## src/rtl/flb_code_monitor_if.sv

```systemverilog
`default_nettype none
// =============================================================================
// Module   : flb_code_monitor_if
// Purpose  : FLB code bus plus monitor CSRs and decoded results. The
//            FLB_MON_MINMAX_EN macro adds the win_min/win_max signals.
// Revision : 1.0
// =============================================================================
interface flb_code_monitor_if #(
  parameter int MTRX_W = 64,
  parameter int BAND_W = 30,
  parameter int BCNT_W = 8
);
  logic [2:0]        os_thrm;
  logic [1:0]        os_bin;
  logic [MTRX_W-1:0] mtrx_thrm;
  logic [BAND_W-1:0] band_thrm;
  logic              csr_flb_sdm_thrm_en;
  logic              csr_mon_en;
  logic [1:0]        csr_mon_win;
  logic              csr_mon_clr;

  logic [4:0]        band_bin;
  logic [6:0]        mtrx_bin;
  logic [1:0]        os_val;
  logic [8:0]        fine_code;
  logic [18:0]       win_sum;
  logic [8:0]        win_avg;
  logic              win_valid;
  logic              bubble_err;
  logic [BCNT_W-1:0] bubble_cnt;
`ifdef FLB_MON_MINMAX_EN
  logic [8:0]        win_min;
  logic [8:0]        win_max;
`endif

  modport master (
    output os_thrm, os_bin, mtrx_thrm, band_thrm,
           csr_flb_sdm_thrm_en, csr_mon_en, csr_mon_win, csr_mon_clr,
    input  band_bin, mtrx_bin, os_val, fine_code, win_sum, win_avg,
           win_valid, bubble_err, bubble_cnt
`ifdef FLB_MON_MINMAX_EN
    , input win_min, win_max
`endif
  );

  modport slave (
    input  os_thrm, os_bin, mtrx_thrm, band_thrm,
           csr_flb_sdm_thrm_en, csr_mon_en, csr_mon_win, csr_mon_clr,
    output band_bin, mtrx_bin, os_val, fine_code, win_sum, win_avg,
           win_valid, bubble_err, bubble_cnt
`ifdef FLB_MON_MINMAX_EN
    , output win_min, win_max
`endif
  );
endinterface
`default_nettype wire

```

## src/rtl/flb_code_monitor.sv

```systemverilog
`default_nettype none
// =============================================================================
// Module   : flb_code_monitor
// Purpose  : Decodes FLB thermometer codes, counts bubbles and averages the
//            fine code over 16/64/256/1024-sample windows. FLB_MON_MINMAX_EN
//            adds per-window min/max of the fine code.
// Revision : 1.0
// =============================================================================
module flb_code_monitor #(
  parameter int MTRX_W = 64,
  parameter int BAND_W = 30,
  parameter int BCNT_W = 8
) (
  input wire                nsh_clk,
  input wire                rst,
  flb_code_monitor_if.slave mon
);

  localparam logic [0:0] c_ST_IDLE = 1'b0;
  localparam logic [0:0] c_ST_RUN  = 1'b1;

  function automatic logic [6:0] f_pop_mtrx(input logic [MTRX_W-1:0] v);
    logic [6:0] cnt;
    cnt = '0;
    for (int i = 0; i < MTRX_W; i++) cnt = cnt + 7'(v[i]);
    return cnt;
  endfunction

  function automatic logic [4:0] f_pop_band(input logic [BAND_W-1:0] v);
    logic [4:0] cnt;
    cnt = '0;
    for (int i = 0; i < BAND_W; i++) cnt = cnt + 5'(v[i]);
    return cnt;
  endfunction

  // A legal code has its ones contiguous from the LSB, so adding one
  // carries through all of them and leaves no overlapping bit.
  function automatic logic f_bub_mtrx(input logic [MTRX_W-1:0] v);
    return (v & (v + MTRX_W'(1))) != '0;
  endfunction

  function automatic logic f_bub_band(input logic [BAND_W-1:0] v);
    return (v & (v + BAND_W'(1))) != '0;
  endfunction

  // ---------------------------------------------------------------------------
  // S1: raw capture
  // ---------------------------------------------------------------------------
  logic [2:0]        r_s1_os_thrm;
  logic [1:0]        r_s1_os_bin;
  logic [MTRX_W-1:0] r_s1_mtrx;
  logic [BAND_W-1:0] r_s1_band;
  logic              r_s1_thrm_en;

  always_ff @(posedge nsh_clk) begin
    if (rst) begin
      r_s1_os_thrm <= '0;
      r_s1_os_bin  <= '0;
      r_s1_mtrx    <= '0;
      r_s1_band    <= '0;
      r_s1_thrm_en <= 1'b0;
    end else begin
      r_s1_os_thrm <= mon.os_thrm;
      r_s1_os_bin  <= mon.os_bin;
      r_s1_mtrx    <= mon.mtrx_thrm;
      r_s1_band    <= mon.band_thrm;
      r_s1_thrm_en <= mon.csr_flb_sdm_thrm_en;
    end
  end

  // ---------------------------------------------------------------------------
  // Decode of the S1 sample
  // ---------------------------------------------------------------------------
  logic [4:0] w_band_pc;
  logic [6:0] w_mtrx_pc;
  logic [1:0] w_os_pc;
  logic [1:0] w_os_val;
  logic [8:0] w_fine;
  logic       w_os_bub;
  logic       w_bubble;

  always_comb begin
    w_band_pc = f_pop_band(r_s1_band);
    w_mtrx_pc = f_pop_mtrx(r_s1_mtrx);
    w_os_pc   = {1'b0, r_s1_os_thrm[0]} + {1'b0, r_s1_os_thrm[1]} + {1'b0, r_s1_os_thrm[2]};
    w_os_val  = r_s1_thrm_en ? w_os_pc : r_s1_os_bin;
    w_fine    = {w_mtrx_pc, 2'b00} + {7'd0, w_os_val};
    w_os_bub  = (r_s1_os_thrm & (r_s1_os_thrm + 3'd1)) != 3'd0;
    w_bubble  = f_bub_mtrx(r_s1_mtrx) | f_bub_band(r_s1_band) | (r_s1_thrm_en & w_os_bub);
  end

  // ---------------------------------------------------------------------------
  // S2: decoded outputs and bubble bookkeeping
  // ---------------------------------------------------------------------------
  logic [4:0]        r_band_bin;
  logic [6:0]        r_mtrx_bin;
  logic [1:0]        r_os_val;
  logic [8:0]        r_fine_code;
  logic              r_bubble_err;
  logic [BCNT_W-1:0] r_bubble_cnt;

  always_ff @(posedge nsh_clk) begin
    if (rst) begin
      r_band_bin  <= '0;
      r_mtrx_bin  <= '0;
      r_os_val    <= '0;
      r_fine_code <= '0;
    end else begin
      r_band_bin  <= w_band_pc;
      r_mtrx_bin  <= w_mtrx_pc;
      r_os_val    <= w_os_val;
      r_fine_code <= w_fine;
    end
  end

  // Clear has priority: a bubble arriving with the clear is dropped.
  always_ff @(posedge nsh_clk) begin
    if (rst || mon.csr_mon_clr) begin
      r_bubble_err <= 1'b0;
      r_bubble_cnt <= '0;
    end else if (w_bubble) begin
      r_bubble_err <= 1'b1;
      if (r_bubble_cnt != '1) r_bubble_cnt <= r_bubble_cnt + BCNT_W'(1);
    end
  end

  // ---------------------------------------------------------------------------
  // Window engine
  // ---------------------------------------------------------------------------
  logic [0:0]  r_state;
  logic [0:0]  w_state_nxt;
  logic        w_win_start;
  logic        w_accum;
  logic        w_win_done;
  logic [1:0]  r_win_sel;
  logic [9:0]  r_cnt;
  logic [18:0] r_acc;
  logic [9:0]  w_last;
  logic [18:0] w_sum;
  logic [8:0]  w_avg;
  logic [18:0] r_win_sum;
  logic [8:0]  r_win_avg;
  logic        r_win_valid;

  always_ff @(posedge nsh_clk) begin
    if (rst) r_state <= c_ST_IDLE;
    else     r_state <= w_state_nxt;
  end

  always_comb begin
    w_state_nxt = r_state;
    case (r_state)
      c_ST_IDLE: if (mon.csr_mon_en)  w_state_nxt = c_ST_RUN;
      c_ST_RUN:  if (!mon.csr_mon_en) w_state_nxt = c_ST_IDLE;
      default:   w_state_nxt = c_ST_IDLE;
    endcase
  end

  always_comb begin
    w_win_start = 1'b0;
    w_accum     = 1'b0;
    w_win_done  = 1'b0;
    case (r_state)
      c_ST_IDLE: w_win_start = mon.csr_mon_en;
      c_ST_RUN: begin
        w_accum    = mon.csr_mon_en;
        w_win_done = mon.csr_mon_en && (r_cnt == w_last);
      end
      default: ;
    endcase
  end

  always_comb begin
    w_sum = r_acc + {10'd0, r_fine_code};
    case (r_win_sel)
      2'd0:    begin w_last = 10'd15;   w_avg = w_sum[12:4];  end
      2'd1:    begin w_last = 10'd63;   w_avg = w_sum[14:6];  end
      2'd2:    begin w_last = 10'd255;  w_avg = w_sum[16:8];  end
      default: begin w_last = 10'd1023; w_avg = w_sum[18:10]; end
    endcase
  end

  // Window length is re-latched only when a window begins.
  always_ff @(posedge nsh_clk) begin
    if (rst) begin
      r_acc       <= '0;
      r_cnt       <= '0;
      r_win_sel   <= '0;
      r_win_sum   <= '0;
      r_win_avg   <= '0;
      r_win_valid <= 1'b0;
    end else begin
      r_win_valid <= w_win_done;
      if (w_win_start || w_win_done) begin
        r_acc     <= '0;
        r_cnt     <= '0;
        r_win_sel <= mon.csr_mon_win;
      end else if (w_accum) begin
        r_acc <= w_sum;
        r_cnt <= r_cnt + 10'd1;
      end
      if (w_win_done) begin
        r_win_sum <= w_sum;
        r_win_avg <= w_avg;
      end
    end
  end

`ifdef FLB_MON_MINMAX_EN
  logic [8:0] r_trk_min;
  logic [8:0] r_trk_max;
  logic [8:0] w_cur_min;
  logic [8:0] w_cur_max;
  logic [8:0] r_win_min;
  logic [8:0] r_win_max;

  // First sample of a window seeds both trackers.
  always_comb begin
    if (r_cnt == 10'd0) begin
      w_cur_min = r_fine_code;
      w_cur_max = r_fine_code;
    end else begin
      w_cur_min = (r_fine_code < r_trk_min) ? r_fine_code : r_trk_min;
      w_cur_max = (r_fine_code > r_trk_max) ? r_fine_code : r_trk_max;
    end
  end

  always_ff @(posedge nsh_clk) begin
    if (rst) begin
      r_trk_min <= '0;
      r_trk_max <= '0;
      r_win_min <= '0;
      r_win_max <= '0;
    end else begin
      if (w_accum) begin
        r_trk_min <= w_cur_min;
        r_trk_max <= w_cur_max;
      end
      if (w_win_done) begin
        r_win_min <= w_cur_min;
        r_win_max <= w_cur_max;
      end
    end
  end

  assign mon.win_min = r_win_min;
  assign mon.win_max = r_win_max;
`endif

  assign mon.band_bin   = r_band_bin;
  assign mon.mtrx_bin   = r_mtrx_bin;
  assign mon.os_val     = r_os_val;
  assign mon.fine_code  = r_fine_code;
  assign mon.win_sum    = r_win_sum;
  assign mon.win_avg    = r_win_avg;
  assign mon.win_valid  = r_win_valid;
  assign mon.bubble_err = r_bubble_err;
  assign mon.bubble_cnt = r_bubble_cnt;

endmodule
`default_nettype wire

```

## src/flat_wrapper.sv

```systemverilog
// flat-port wrapper written by rule: the top's interface ports become plain ports
module flb_code_monitor_flat 
#(
  parameter int MTRX_W = 64,
  parameter int BAND_W = 30,
  parameter int BCNT_W = 8
)
  (nsh_clk, rst, mon_os_thrm, mon_os_bin, mon_mtrx_thrm, mon_band_thrm, mon_csr_flb_sdm_thrm_en, mon_csr_mon_en, mon_csr_mon_win, mon_csr_mon_clr, mon_band_bin, mon_mtrx_bin, mon_os_val, mon_fine_code, mon_win_sum, mon_win_avg, mon_win_valid, mon_bubble_err, mon_bubble_cnt);
  flb_code_monitor_if #(.MTRX_W(MTRX_W), .BAND_W(BAND_W), .BCNT_W(BCNT_W)) mon_i ();
  input wire nsh_clk;
  input wire rst;
  input wire logic [$bits(mon_i.os_thrm)-1:0] mon_os_thrm;
  input wire logic [$bits(mon_i.os_bin)-1:0] mon_os_bin;
  input wire logic [$bits(mon_i.mtrx_thrm)-1:0] mon_mtrx_thrm;
  input wire logic [$bits(mon_i.band_thrm)-1:0] mon_band_thrm;
  input wire logic [$bits(mon_i.csr_flb_sdm_thrm_en)-1:0] mon_csr_flb_sdm_thrm_en;
  input wire logic [$bits(mon_i.csr_mon_en)-1:0] mon_csr_mon_en;
  input wire logic [$bits(mon_i.csr_mon_win)-1:0] mon_csr_mon_win;
  input wire logic [$bits(mon_i.csr_mon_clr)-1:0] mon_csr_mon_clr;
  output wire logic [$bits(mon_i.band_bin)-1:0] mon_band_bin;
  output wire logic [$bits(mon_i.mtrx_bin)-1:0] mon_mtrx_bin;
  output wire logic [$bits(mon_i.os_val)-1:0] mon_os_val;
  output wire logic [$bits(mon_i.fine_code)-1:0] mon_fine_code;
  output wire logic [$bits(mon_i.win_sum)-1:0] mon_win_sum;
  output wire logic [$bits(mon_i.win_avg)-1:0] mon_win_avg;
  output wire logic [$bits(mon_i.win_valid)-1:0] mon_win_valid;
  output wire logic [$bits(mon_i.bubble_err)-1:0] mon_bubble_err;
  output wire logic [$bits(mon_i.bubble_cnt)-1:0] mon_bubble_cnt;
  assign mon_i.os_thrm = mon_os_thrm;
  assign mon_i.os_bin = mon_os_bin;
  assign mon_i.mtrx_thrm = mon_mtrx_thrm;
  assign mon_i.band_thrm = mon_band_thrm;
  assign mon_i.csr_flb_sdm_thrm_en = mon_csr_flb_sdm_thrm_en;
  assign mon_i.csr_mon_en = mon_csr_mon_en;
  assign mon_i.csr_mon_win = mon_csr_mon_win;
  assign mon_i.csr_mon_clr = mon_csr_mon_clr;
  assign mon_band_bin = mon_i.band_bin;
  assign mon_mtrx_bin = mon_i.mtrx_bin;
  assign mon_os_val = mon_i.os_val;
  assign mon_fine_code = mon_i.fine_code;
  assign mon_win_sum = mon_i.win_sum;
  assign mon_win_avg = mon_i.win_avg;
  assign mon_win_valid = mon_i.win_valid;
  assign mon_bubble_err = mon_i.bubble_err;
  assign mon_bubble_cnt = mon_i.bubble_cnt;
  flb_code_monitor #(.MTRX_W(MTRX_W), .BAND_W(BAND_W), .BCNT_W(BCNT_W)) u_core (.nsh_clk(nsh_clk), .rst(rst), .mon(mon_i));
endmodule
```

## config.mk

```make
export PLATFORM = sky130hd
export DESIGN_NAME = flb_code_monitor_flat
export DESIGN_NICKNAME = d
export VERILOG_FILES = /design/src/rtl/flb_code_monitor_if.sv /design/src/rtl/flb_code_monitor.sv /design/src/flat_wrapper.sv
export SDC_FILE = /design/constraint.sdc
export NUM_CORES = 1
export LEC_CHECK = 0
export CAP_MARGIN = 10
export CORE_ASPECT_RATIO = 0.9
export CORE_MARGIN = 2
export CORE_UTILIZATION = 42
export DETAILED_ROUTE_END_ITERATION = 7
export PLACE_DENSITY_LB_ADDON = 0.3
export SYNTH_ARGS = -nofsm -noshare
export SYNTH_HDL_FRONTEND = slang
export SYNTH_SLANG_ARGS = --single-unit
export TNS_END_PERCENT = 10
```

## constraint.sdc

```tcl
create_clock -name nsh_clk -period 7.8 [get_ports nsh_clk]
set_input_delay 1.56 -clock nsh_clk [delete_from_list [all_inputs] [get_ports nsh_clk]]
set_output_delay 1.56 -clock nsh_clk [all_outputs]
set_load 0.02 [all_outputs]
```

==> reports/results.txt, run 1 <==
Minimum clock period -> 6.21 ns
Clk pwr share -> 0.239
Num rows -> 54
Flop pwr share -> 0.266
Post-route ant nets -> 0
Sequential area share after synthesis -> 0.355
Slew HR -> 0.221
I/O Buffers -> 166
Biggest area consumer among synthesized cells -> dfxtp_1
Total power -> 4.02 mW
Worst VDD drop -> 0.319 mV
DR vias -> 8360
Nets@finish -> 1503
Share of cells above drive strength 1 -> 0.0402
Post-Syn Area per Cell -> 9.06 µm²
Logic pwr share -> 0.495
Netlist cell types -> 63
Vias per cell -> 5.21
Post-Layout Cell Count -> 1605
Post-Synth Simple-Gate Area -> 0.216
Clock buffer depth -> 2
First-pass GRT wire length -> 43100 µm
Hpwl dp -> 21100 µm
Area grow syn2layout -> 24.0%
Placed Instances -> 1571
Clk_skew -> 0.0121 ns
Mux contribution to synthesized area -> 0.0219
Fin. max-slew vios -> 0
Post-Synth XOR/XNOR Area -> 0.0346
Max-capacitance violation count -> 0
Placeable Area -> 24300 µm²
Number of remaining DRC errors -> 0
GR Overflow Total -> 0
Syn nets -> 1368
TritonCTS Buffers -> 17
Asr flop ratio synth -> 0
H-tree depth -> 4
Initial DRT Pass Iterations -> 5
Share of the synthesized area in the top cell type -> 0.355
Sum of negative setup slack -> 0 ns
Post-CTS Resized -> 0
Die X -> 170 µm
Fin util -> 0.531
DRT iter0 DRCs -> 563
Max Fclk -> 161 MHz
Worst Path Required -> 8.10 ns
Crit Path Max Fanout -> 3
Arr. time, crit path -> 6.52 ns
Crit. End Element -> register
Largest net degree at the start of global routing -> 78
Mapped Area -> 10400 µm²
CTS tree -> built
Final period utilization -> 0.797
Starting density of the core -> 0.428
Top cells by area, synth -> dfxtp_1 35%, fa_1 15%, nor2b_1 6.5%
Internal -> 2.56 mW
Switching Power -> 1.46 mW
Top FF cell, synth -> dfxtp_1
Yosys warns -> 0
Final Hold Vio Count -> 0
Post-synth EDFFs -> 0
Hold WC Path Type -> register to register
Filler cell count -> 2229
Final setup fails -> 0
Adder-cell area share of the yosys netlist -> 0.195
Initial antenna violation count -> 2
Clock Latency Late Sink -> 0.44 ns
Seq cells post-synth -> 184
CTS Sinks -> 184
Syn Inst Count -> 1147
Pleak -> 5.04 nW
Post-CTS setup buffer count -> 0
Root Buffer -> clkbuf_16
Die H -> 153 µm
Routed WL per cell -> 16.8 µm
# IOs -> 167
Crit path launch type -> register
Compound-Gate Fraction of Synth Area -> 0.108
CTS Hold Bufs -> 0
Clock input transition at the sequential cells of the worst setup and hold paths -> 0.07 ns
Final GP Congestion -> 0.926
Slew @ Worst Pin -> 1.17 ns
Worst hold margin -> 0.455 ns
GRT Resource Usage Total -> 0.212
Synth cell count leaders -> 184 x dfxtp_1, 131 x inv_1, 113 x nand2_1, 108 x nor2b_1, 86 x nor2_1
Crit Path Category -> register to register
RSZ-0062 raised after global routing -> no
Main combinational cell family by area after synthesis -> simple AND/OR/NAND/NOR gates
Vias in the first global route -> 8179
Pwr dens -> 312 nW/µm²
Most common cell in the netlist -> dfxtp_1
Switching share of total power -> 0.363
WL final -> 26900 µm
Die ar. -> 26000 µm²
Outcome -> completed
## placed cells by master (no fill, tap or decap), types with 6 or more instances in the layout
master / netlist / final
dfxtp_1: 184 / 184
clkdlybuf4s50_1: 0 / 165
inv_1: 131 / 131
nand2_1: 113 / 113
nor2b_1: 108 / 108
nor2_1: 86 / 86
fa_1: 78 / 78
a21oi_1: 46 / 46
ha_1: 37 / 37
nand3_1: 34 / 34
o21ai_0: 28 / 28
nand4_1: 24 / 24
xnor2_1: 24 / 24
a211oi_1: 22 / 22
nor3_1: 19 / 19
xor2_1: 17 / 17
clkbuf_16: 0 / 17
mux2i_1: 16 / 16
and3_1: 10 / 10
nor4_1: 7 / 7
o31ai_1: 7 / 7
o2111ai_1: 7 / 7
nand2b_1: 6 / 6
a21boi_0: 6 / 6
or3_1: 6 / 6
## metal layers
metal	track usage	vias up	wire length, µm
li1	-	4068	-
met1	0.308	3982	12900
met2	0.323	285	11900
met3	0.0422	25	1750
met4	0.0566	0	373
met5	0	-	0
## kinds of logic (layout without fill, tap and decap cells)
family / count (synthesis) / in the layout
other cells: 0 / 2
flops: 184 / 184
simple gates: 435 / 435
compound gates: 167 / 167
mux: 21 / 21
fa+ha+maj: 115 / 115
buf+inv: 184 / 332
xor+xnor: 41 / 41
## power groups by stage
stage / Combinational, mW / Sequential (mW) / Clock [mW]
floorplan: 1.56 / 1.09 / 0
global placement: 1.94 / 1.09 / 0
detailed placement: 2.01 / 1.09 / 0
CTS: 2.04 / 1.07 / 0.981
global route: 2.33 / 1.07 / 1.02
finish: 1.99 / 1.07 / 0.961
## area by class of cell
type	count	area, µm²	share of cell area
sequential	184	3680	0.286
inverter	131	492	0.0382
tap	308	385	0.0299
multi-input combinational	779	5980	0.464
timing repair buffer	169	1680	0.131
antenna	2	5.00	0.000388
clock buffer	19	453	0.0352
clock inverter	13	206	0.0160
## worst max-delay path: stages (launching register included)
cell and delay [ns]:
dfxtp_1 0.36, inv_1 0.06, ha_1 0.32, fa_1 0.50, fa_1 0.43, fa_1 0.49, fa_1 0.52, fa_1 0.52
fa_1 0.52, fa_1 0.51, fa_1 0.60, inv_1 0.05, ha_1 0.28, nor2b_1 0.13, o21ai_0 0.14, nand2b_1 0.10
a21o_1 0.18, a21oi_1 0.17, xor2_1 0.16, nor2_1 0.05
## flip-flops by register name, indices dropped and copies added (netlist names)
| signal | count |
|---|---|
| u_core.mon.bubble_err | 1 |
| u_core.r_win_sel | 2 |
| u_core.mon.win_valid | 1 |
| u_core.r_s1_thrm_en | 1 |
| u_core.r_state | 1 |
| u_core.r_s1_os_thrm | 3 |
| u_core.mon.win_sum | 19 |
| u_core.mon.band_bin | 5 |
| u_core.r_s1_mtrx | 64 |
| u_core.r_s1_os_bin | 2 |
| u_core.r_cnt | 10 |
| u_core.r_acc | 19 |
| u_core.r_s1_band | 30 |
| u_core.mon.bubble_cnt | 8 |
| u_core.mon.fine_code | 9 |
| u_core.mon.win_avg | 9 |
## through the flow
stage               setup slack (ns)  cell area (µm²)
detailed placement              1.58            12200
floorplan                       1.83            10400
global route                    1.34            12900
finish                          1.59            12900
CTS                             1.55            12900
global placement                1.66            12200
## final timing paths
kind | startpoint | end | slack (ns) | cells after the start
max | u_core.r_s1_mtrx[0]$_SDFF_PP0_ | u_core.mon.fine_code[7]$_SDFF_PP0_ | 1.59 | 19
min | u_core.mon.win_sum[3]$_SDFFE_PP0P_ | u_core.mon.win_sum[3]$_SDFFE_PP0P_ | 0.45 | 2
min reg2reg | u_core.mon.win_sum[3]$_SDFFE_PP0P_ | u_core.mon.win_sum[3]$_SDFFE_PP0P_ | 0.45 | 2
max reg2reg | u_core.r_s1_mtrx[0]$_SDFF_PP0_ | u_core.mon.fine_code[7]$_SDFF_PP0_ | 1.59 | 19
(Power assumes the default switching activity.)
==> run 2, diff against run 1 <==
==> constraint.sdc (replaced) <==
create_clock -name nsh_clk -period 5.7 [get_ports nsh_clk]
set_input_delay 1.14 -clock nsh_clk [delete_from_list [all_inputs] [get_ports nsh_clk]]
set_output_delay 1.14 -clock nsh_clk [all_outputs]
set_load 0.02 [all_outputs]
==> run 2 against run 1 <==
Net effect:
- the run now ends with setup timing left
- clock skew increased by 0.0056 ns
- non-clock buffer count increased by 38
- sequential cell count unchanged
==> reports/results.txt, run 2 (synthesis results as in run 1) <==
Placeable Area -> 24300 µm² (unchanged)
Clock buffer depth -> 2 (unchanged)
Crit Path Max Fanout -> 2 (-1)
Crit path launch type -> register
Failing checks -> setup timing
Post-route ant nets -> 0 (unchanged)
Clk_skew -> 0.0178 ns (+0.00562 ns)
Initial DRT Pass Iterations -> 5 (unchanged)
Antenna diodes -> 0 (-2)
Placement Cell Area -> 12500 µm² (+2.5%)
Sum of negative setup slack -> -0.456 ns (-0.456 ns)
Max reg flops -> 64 (unchanged)
Outcome -> finished with violations
CTS Sinks -> 184 (unchanged)
Top reg by flops -> u_core.r_s1_mtrx
Reg2Reg Depth -> 19 (unchanged)
H-tree depth -> 4 (unchanged)
Final GP Congestion -> 0.988 (+6.7%)
Regs by FF count -> u_core.r_s1_mtrx x64, u_core.r_s1_band x30
Clock input transition at the sequential cells of the worst setup and hold paths -> 0.07 ns (about the same)
Minimum clock period -> 5.86 ns (-0.351 ns)
Share of cells above drive strength 1 -> 0.0789 (+0.0387)
Worst Path Required -> 5.99 ns (-2.11 ns)
First-pass GRT wire length -> 44100 µm (+2.5%)
Pleak -> 5.19 nW (+2.9%)
WL final -> 27700 µm (+2.8%)
Clock Latency Late Sink -> 0.44 ns (about the same)
Arr. time, crit path -> 6.15 ns (-0.37 ns)
Pwr dens -> 435 nW/µm² (+39%)
Root Buffer -> clkbuf_16
Final Hold Vio Count -> 0 (unchanged)
Hpwl dp -> 21700 µm (+2.7%)
# IOs -> 167 (unchanged)
I/O Buffers -> 166 (unchanged)
GR Overflow Total -> 0 (unchanged)
Max-capacitance violation count -> 0 (unchanged)
Max Fclk -> 171 MHz (+6.0%)
Total power -> 5.70 mW (+42%)
GRT Resource Usage Total -> 0.218 (+0.00551)
Num rows -> 54 (unchanged)
Commonest non-fill, non-tap cells in the layout -> 181 x dfxtp_1, 165 x clkdlybuf4s50_1, 129 x inv_1
Initial antenna violation count -> 0 (-2)
Nets@finish -> 1541 (+2.5%)
Number of remaining DRC errors -> 0 (unchanged)
Starting density of the core -> 0.428 (unchanged)
RSZ-0062 raised after global routing -> yes
Final setup fails -> 3 (+3)
Slew HR -> 0.459 (+0.238)
DR vias -> 8578 (+2.6%)
Vias in the first global route -> 8303 (+1.5%)
Crit. End Element -> register
Largest net degree at the start of global routing -> 77 (-1.3%)
TritonCTS Buffers -> 17 (unchanged)
Die H -> 153 µm (unchanged)
Area grow syn2layout -> 26.2%
Routed WL per cell -> 16.9 µm (+0.69%)
Fin util -> 0.540 (+0.00913)
Final std cell area, no fill -> 13100 µm² (+1.7%)
Slew @ Worst Pin -> 0.811 ns (-0.358 ns)
PnR worst setup slack -> -0.163 ns (-1.75 ns)
Final period utilization -> 1.03 (+0.232)
Die X -> 170 µm (unchanged)
Hold path cells -> 2 (unchanged)
Leading cell type in the layout, fill and taps excluded -> dfxtp_1
Die ar. -> 26000 µm² (unchanged)
Worst VDD drop -> 0.667 mV (+110%)
DRT iter0 DRCs -> 669 (+19%)
Fin. max-slew vios -> 0 (unchanged)
Vias per cell -> 5.23 (+0.48%)
Hold WC Path Type -> register to register
CTS tree -> built
Crit Path Category -> register to register
run 2: cell count changes in the layout (fill, tap and decap cells not counted), sizes merged:
cell,before,now
diode,2,0
bufinv,4,1
clkinv,1,6
clkinvlp,2,1
clkbuf,19,20
buf,4,42
inv,137,133
run 2: path summary, 6_finish.rpt:
kind	from	endpoint	slack [ns]
max	u_core.r_s1_mtrx[0]$_SDFF_PP0_	u_core.mon.fine_code[7]$_SDFF_PP0_	-0.16
min reg2reg	u_core.mon.win_sum[7]$_SDFFE_PP0P_	u_core.mon.win_sum[7]$_SDFFE_PP0P_	0.46
max reg2reg	u_core.r_s1_mtrx[0]$_SDFF_PP0_	u_core.mon.fine_code[7]$_SDFF_PP0_	-0.16
min	u_core.mon.win_sum[7]$_SDFFE_PP0P_	u_core.mon.win_sum[7]$_SDFFE_PP0P_	0.46
run 2: report_power, final:
group / leakage, nW / switching [mW] / internal (mW)
clock: 0.272 / 0.510 / 0.623
combinational: 3.40 / 1.51 / 1.60
sequential: 1.51 / 0.0724 / 1.38
total: 5.19 / 2.09 / 3.61
run 2: final cells by class:
cell class	count	area (µm²)
flip-flops and latches	184	3690
multi-input cells	779	6020
clock buffers	20	457
repair buffers	207	1970
inverters	131	492
clock inverters	10	96.3
fillers	2262	11100
well taps	308	385
run 2: layer usage:
metal	track usage	wire, µm	vias up
li1	-	-	4145
met1	0.316	12900	4104
met2	0.342	12500	301
met3	0.0370	1860	28
met4	0.0472	339	0
met5	0	0	-
run 2: what timing repair did:
| action | CTS | global route |
|---|---|---|
| pin swaps | 9 | 2 |
| setup buffers | 0 | 0 |
| endpoints found under the setup margin | 5 | 6 |
| hold buffers | 0 | 0 |
| resized for setup | 11 | 3 |
run 2: stage by stage:
stage	setup slack, ns	instances	hold WS, ns
4_1_cts	-0.191	1639	0.461
5_1_grt	-0.401	1639	0.476
3_3_place_gp	-0.154	1609	0.443
2_1_floorplan	-0.0107	1147	0.437
3_5_place_dp	-0.247	1609	0.450
6_report	-0.163	1639	0.455
run 2: critical path: stages, from the launching register on:
cell,delay (ns)
dfxtp_2,0.33
inv_2,0.04
ha_4,0.26
fa_2,0.45
fa_2,0.56
fa_1,0.43
fa_2,0.55
fa_2,0.44
fa_1,0.40
fa_1,0.48
fa_1,0.52
inv_1,0.05
ha_1,0.29
nor2b_1,0.13
o21ai_1,0.14
nand2b_1,0.09
a21o_1,0.19
a21oi_2,0.14
xor2_1,0.16
nor2_1,0.05
==> run 3, diff against run 2 <==
--- a/config.mk
+++ b/config.mk
@@ -7,7 +7,7 @@
 export LEC_CHECK = 0
 export CAP_MARGIN = 10
 export CORE_ASPECT_RATIO = 0.9
-export CORE_MARGIN = 2
+export CORE_MARGIN = 3
 export CORE_UTILIZATION = 42
 export DETAILED_ROUTE_END_ITERATION = 7
 export PLACE_DENSITY_LB_ADDON = 0.3
==> run 3 against run 2 <==
Net effect:
- sequential share of layout area about the same
- clock power up 4%
- combinational power increased by 4%
- clock skew is 0.0075 ns lower
- hold slack is essentially flat
- fmax down 0.31%
- the run still ends with setup timing left
- worst setup slack worse by 0.018 ns
- non-clock buffer count stayed put
- die area grew 2.5%
- largest power group unchanged
- total power increased by 3.0%
==> reports/results.txt, run 3 (synthesis results as in run 1) <==
Nets@finish -> 1541 (unchanged)
Cell repeated most along the worst path -> fa_1
Max-capacitance violation count -> 0 (unchanged)
Initial DRT Pass Iterations -> 5 (unchanged)
WL final -> 28100 µm (+1.6%)
H-tree depth -> 4 (unchanged)
Min-delay src -> u_core.mon.win_sum[6]$_SDFFE_PP0P_
Pleak -> 5.19 nW (+0.13%)
Worst Path Required -> 6.07 ns (+0.08 ns)
Pwr dens -> 447 nW/µm² (+2.9%)
Max Fclk -> 170 MHz (-0.31%)
Hold path cells -> 2 (unchanged)
PnR worst setup slack -> -0.181 ns (-0.0180 ns)
Die X -> 172 µm (+1.2%)
Fin util -> 0.551 (+0.0110)
Clock buffer depth -> 2 (unchanged)
Final Hold Vio Count -> 0 (unchanged)
Crit Path Max Fanout -> 2 (unchanged)
Reg2Reg Setup Slack -> -0.18 ns (-0.02 ns)
Starting density of the core -> 0.436 (+0.00808)
Hold WC Path Type -> register to register
GRT Resource Usage Total -> 0.215 (-0.00299)
I/O Buffers -> 166 (unchanged)
Worst path top cell family by delay -> adder cells
RSZ-0062 raised after global routing -> yes
Area grow syn2layout -> 26.4%
First-pass GRT wire length -> 44600 µm (+1.1%)
Post-Layout Cell Count -> 1635 (-0.24%)
DRT iter0 DRCs -> 836 (+25%)
Die ar. -> 26700 µm² (+2.5%)
Crit path launch type -> register
Initial antenna violation count -> 1 (+1)
Reg2Reg Depth -> 19 (unchanged)
Commonest non-fill, non-tap cells in the layout -> 181 x dfxtp_1, 165 x clkdlybuf4s50_1, 129 x inv_1
Reg area -> 3690 µm² (unchanged)
Share of cells above drive strength 1 -> 0.0773 (-0.00156)
Largest net degree at the start of global routing -> 55 (-29%)
Leading cell type in the layout, fill and taps excluded -> dfxtp_1
Worst Path Buf+Inv -> 3 (+1)
Final GP Congestion -> 0.919 (-6.9%)
Final period utilization -> 1.03 (+0.00315)
CTS Hold Bufs -> 0 (unchanged)
Number of remaining DRC errors -> 0 (unchanged)
Vias per cell -> 5.22 (-0.30%)
GR Overflow Total -> 0 (unchanged)
Slowest CP cell -> fa_1
DP Worst Slack -> -0.231 ns (+0.0166 ns)
Slew HR -> 0.439 (-0.0196)
Regs by FF count -> u_core.r_s1_mtrx x64, u_core.r_s1_band x30
Crit Path Category -> register to register
Failing checks -> setup timing
Total power -> 5.87 mW (+3.0%)
Top reg by flops -> u_core.r_s1_mtrx
Placed Instances -> 1603 (-0.37%)
Clock Latency Late Sink -> 0.44 ns (about the same)
Post-CTS setup buffer count -> 0 (unchanged)
Die H -> 155 µm (+1.3%)
Root Buffer -> clkbuf_16
Fin. max-slew vios -> 0 (unchanged)
CTS tree -> built
FF-to-FF End -> u_core.mon.fine_code[8]$_SDFF_PP0_
DR vias -> 8531 (-0.55%)
Max reg flops -> 64 (unchanged)
Slew @ Worst Pin -> 0.841 ns (+0.0305 ns)
CP peak stage delay -> 0.54 ns (-0.02 ns)
Minimum clock period -> 5.88 ns (+0.0180 ns)
Post-route ant nets -> 0 (unchanged)
Worst VDD drop -> 0.669 mV (+0.30%)
Routed WL per cell -> 17.2 µm (+1.8%)
CTS Sinks -> 184 (unchanged)
Multi-input gate area -> 6020 µm² (about the same)
Crit. End Element -> register
Worst r2r src -> u_core.r_s1_mtrx[30]$_SDFF_PP0_
Hold Path Sink -> u_core.mon.win_sum[6]$_SDFFE_PP0P_
# IOs -> 167 (unchanged)
Outcome -> finished with violations
Vias in the first global route -> 8441 (+1.7%)
Placeable Area -> 23800 µm² (-1.9%)
TritonCTS Buffers -> 17 (unchanged)
Clock input transition at the sequential cells of the worst setup and hold paths -> 0.07 ns (about the same)
Num rows -> 53 (-1.9%)
Hpwl dp -> 22300 µm (+2.5%)
Filler cell count -> 2150 (-5.0%)
Sum of negative setup slack -> -0.520 ns (-0.0637 ns)
Final setup fails -> 3 (unchanged)
Clk_skew -> 0.0103 ns (-0.00749 ns)
Critical-path cell list -> fa_1, inv_1, fa_1, fa_1, inv_1, fa_2, inv_1, fa_2, fa_1, fa_1, fa_1, fa_2, fa_2, nor2b_4, o21ai_1, nand2b_1, a21o_1, a21oi_1, nor2_1
Arr. time, crit path -> 6.25 ns (+0.10 ns)
[run 3: what timing repair did]
| item | 4_1_cts | 5_1_grt |
|---|---|---|
| resized for setup | 5 | 7 |
| cloned | 0 | 0 |
| pin swaps | 4 | 6 |
| endpoints found under the setup margin | 5 | 6 |
[run 3: worst max-delay path by stage]
stage,start,to,cells after the start
2_1_floorplan,u_core.r_s1_mtrx[0]$_SDFF_PP0_,u_core.mon.fine_code[8]$_SDFF_PP0_,18
3_3_place_gp,u_core.r_s1_mtrx[54]$_SDFF_PP0_,u_core.mon.fine_code[8]$_SDFF_PP0_,21
3_5_place_dp,u_core.r_s1_mtrx[0]$_SDFF_PP0_,u_core.mon.fine_code[8]$_SDFF_PP0_,18
4_1_cts,u_core.r_s1_mtrx[30]$_SDFF_PP0_,u_core.mon.fine_code[7]$_SDFF_PP0_,20
5_1_grt,u_core.r_s1_mtrx[54]$_SDFF_PP0_,u_core.mon.fine_code[8]$_SDFF_PP0_,21
6_report,u_core.r_s1_mtrx[30]$_SDFF_PP0_,u_core.mon.fine_code[8]$_SDFF_PP0_,19
[run 3: area by class of cell]
cell class              count  share of cell area
repair buffers            207               0.150
inverters                 131              0.0375
well taps                 302              0.0288
clock inverters            11             0.00934
clock buffers              20              0.0348
flip-flops and latches    184               0.281
diodes                      1            0.000191
multi-input cells         779               0.459
[run 3: tightest hold or removal path, cell delays in order, from the launching register on]
cell and delay, ns:
dfxtp_1 0.31, nand2_1 0.05, a21oi_1 0.05
[run 3: routing by layer]
metal,global-route usage,share of wire
met1,0.314,0.47
met2,0.331,0.44
met5,0,0
met3,0.0376,0.070
met4,0.0544,0.019
[run 3: through the flow]
step | instance area, µm² | hold slack, ns
CTS | 13100 | 0.458
detailed placement | 12500 | 0.448
global placement | 12500 | 0.445
finish | 13100 | 0.456
global route | 13100 | 0.479
floorplan | 10400 | 0.437
[run 3: where the power goes]
part | switching (mW) | internal, mW
logic | 1.57 | 1.67
clock network | 0.516 | 0.666
registers | 0.0715 | 1.38
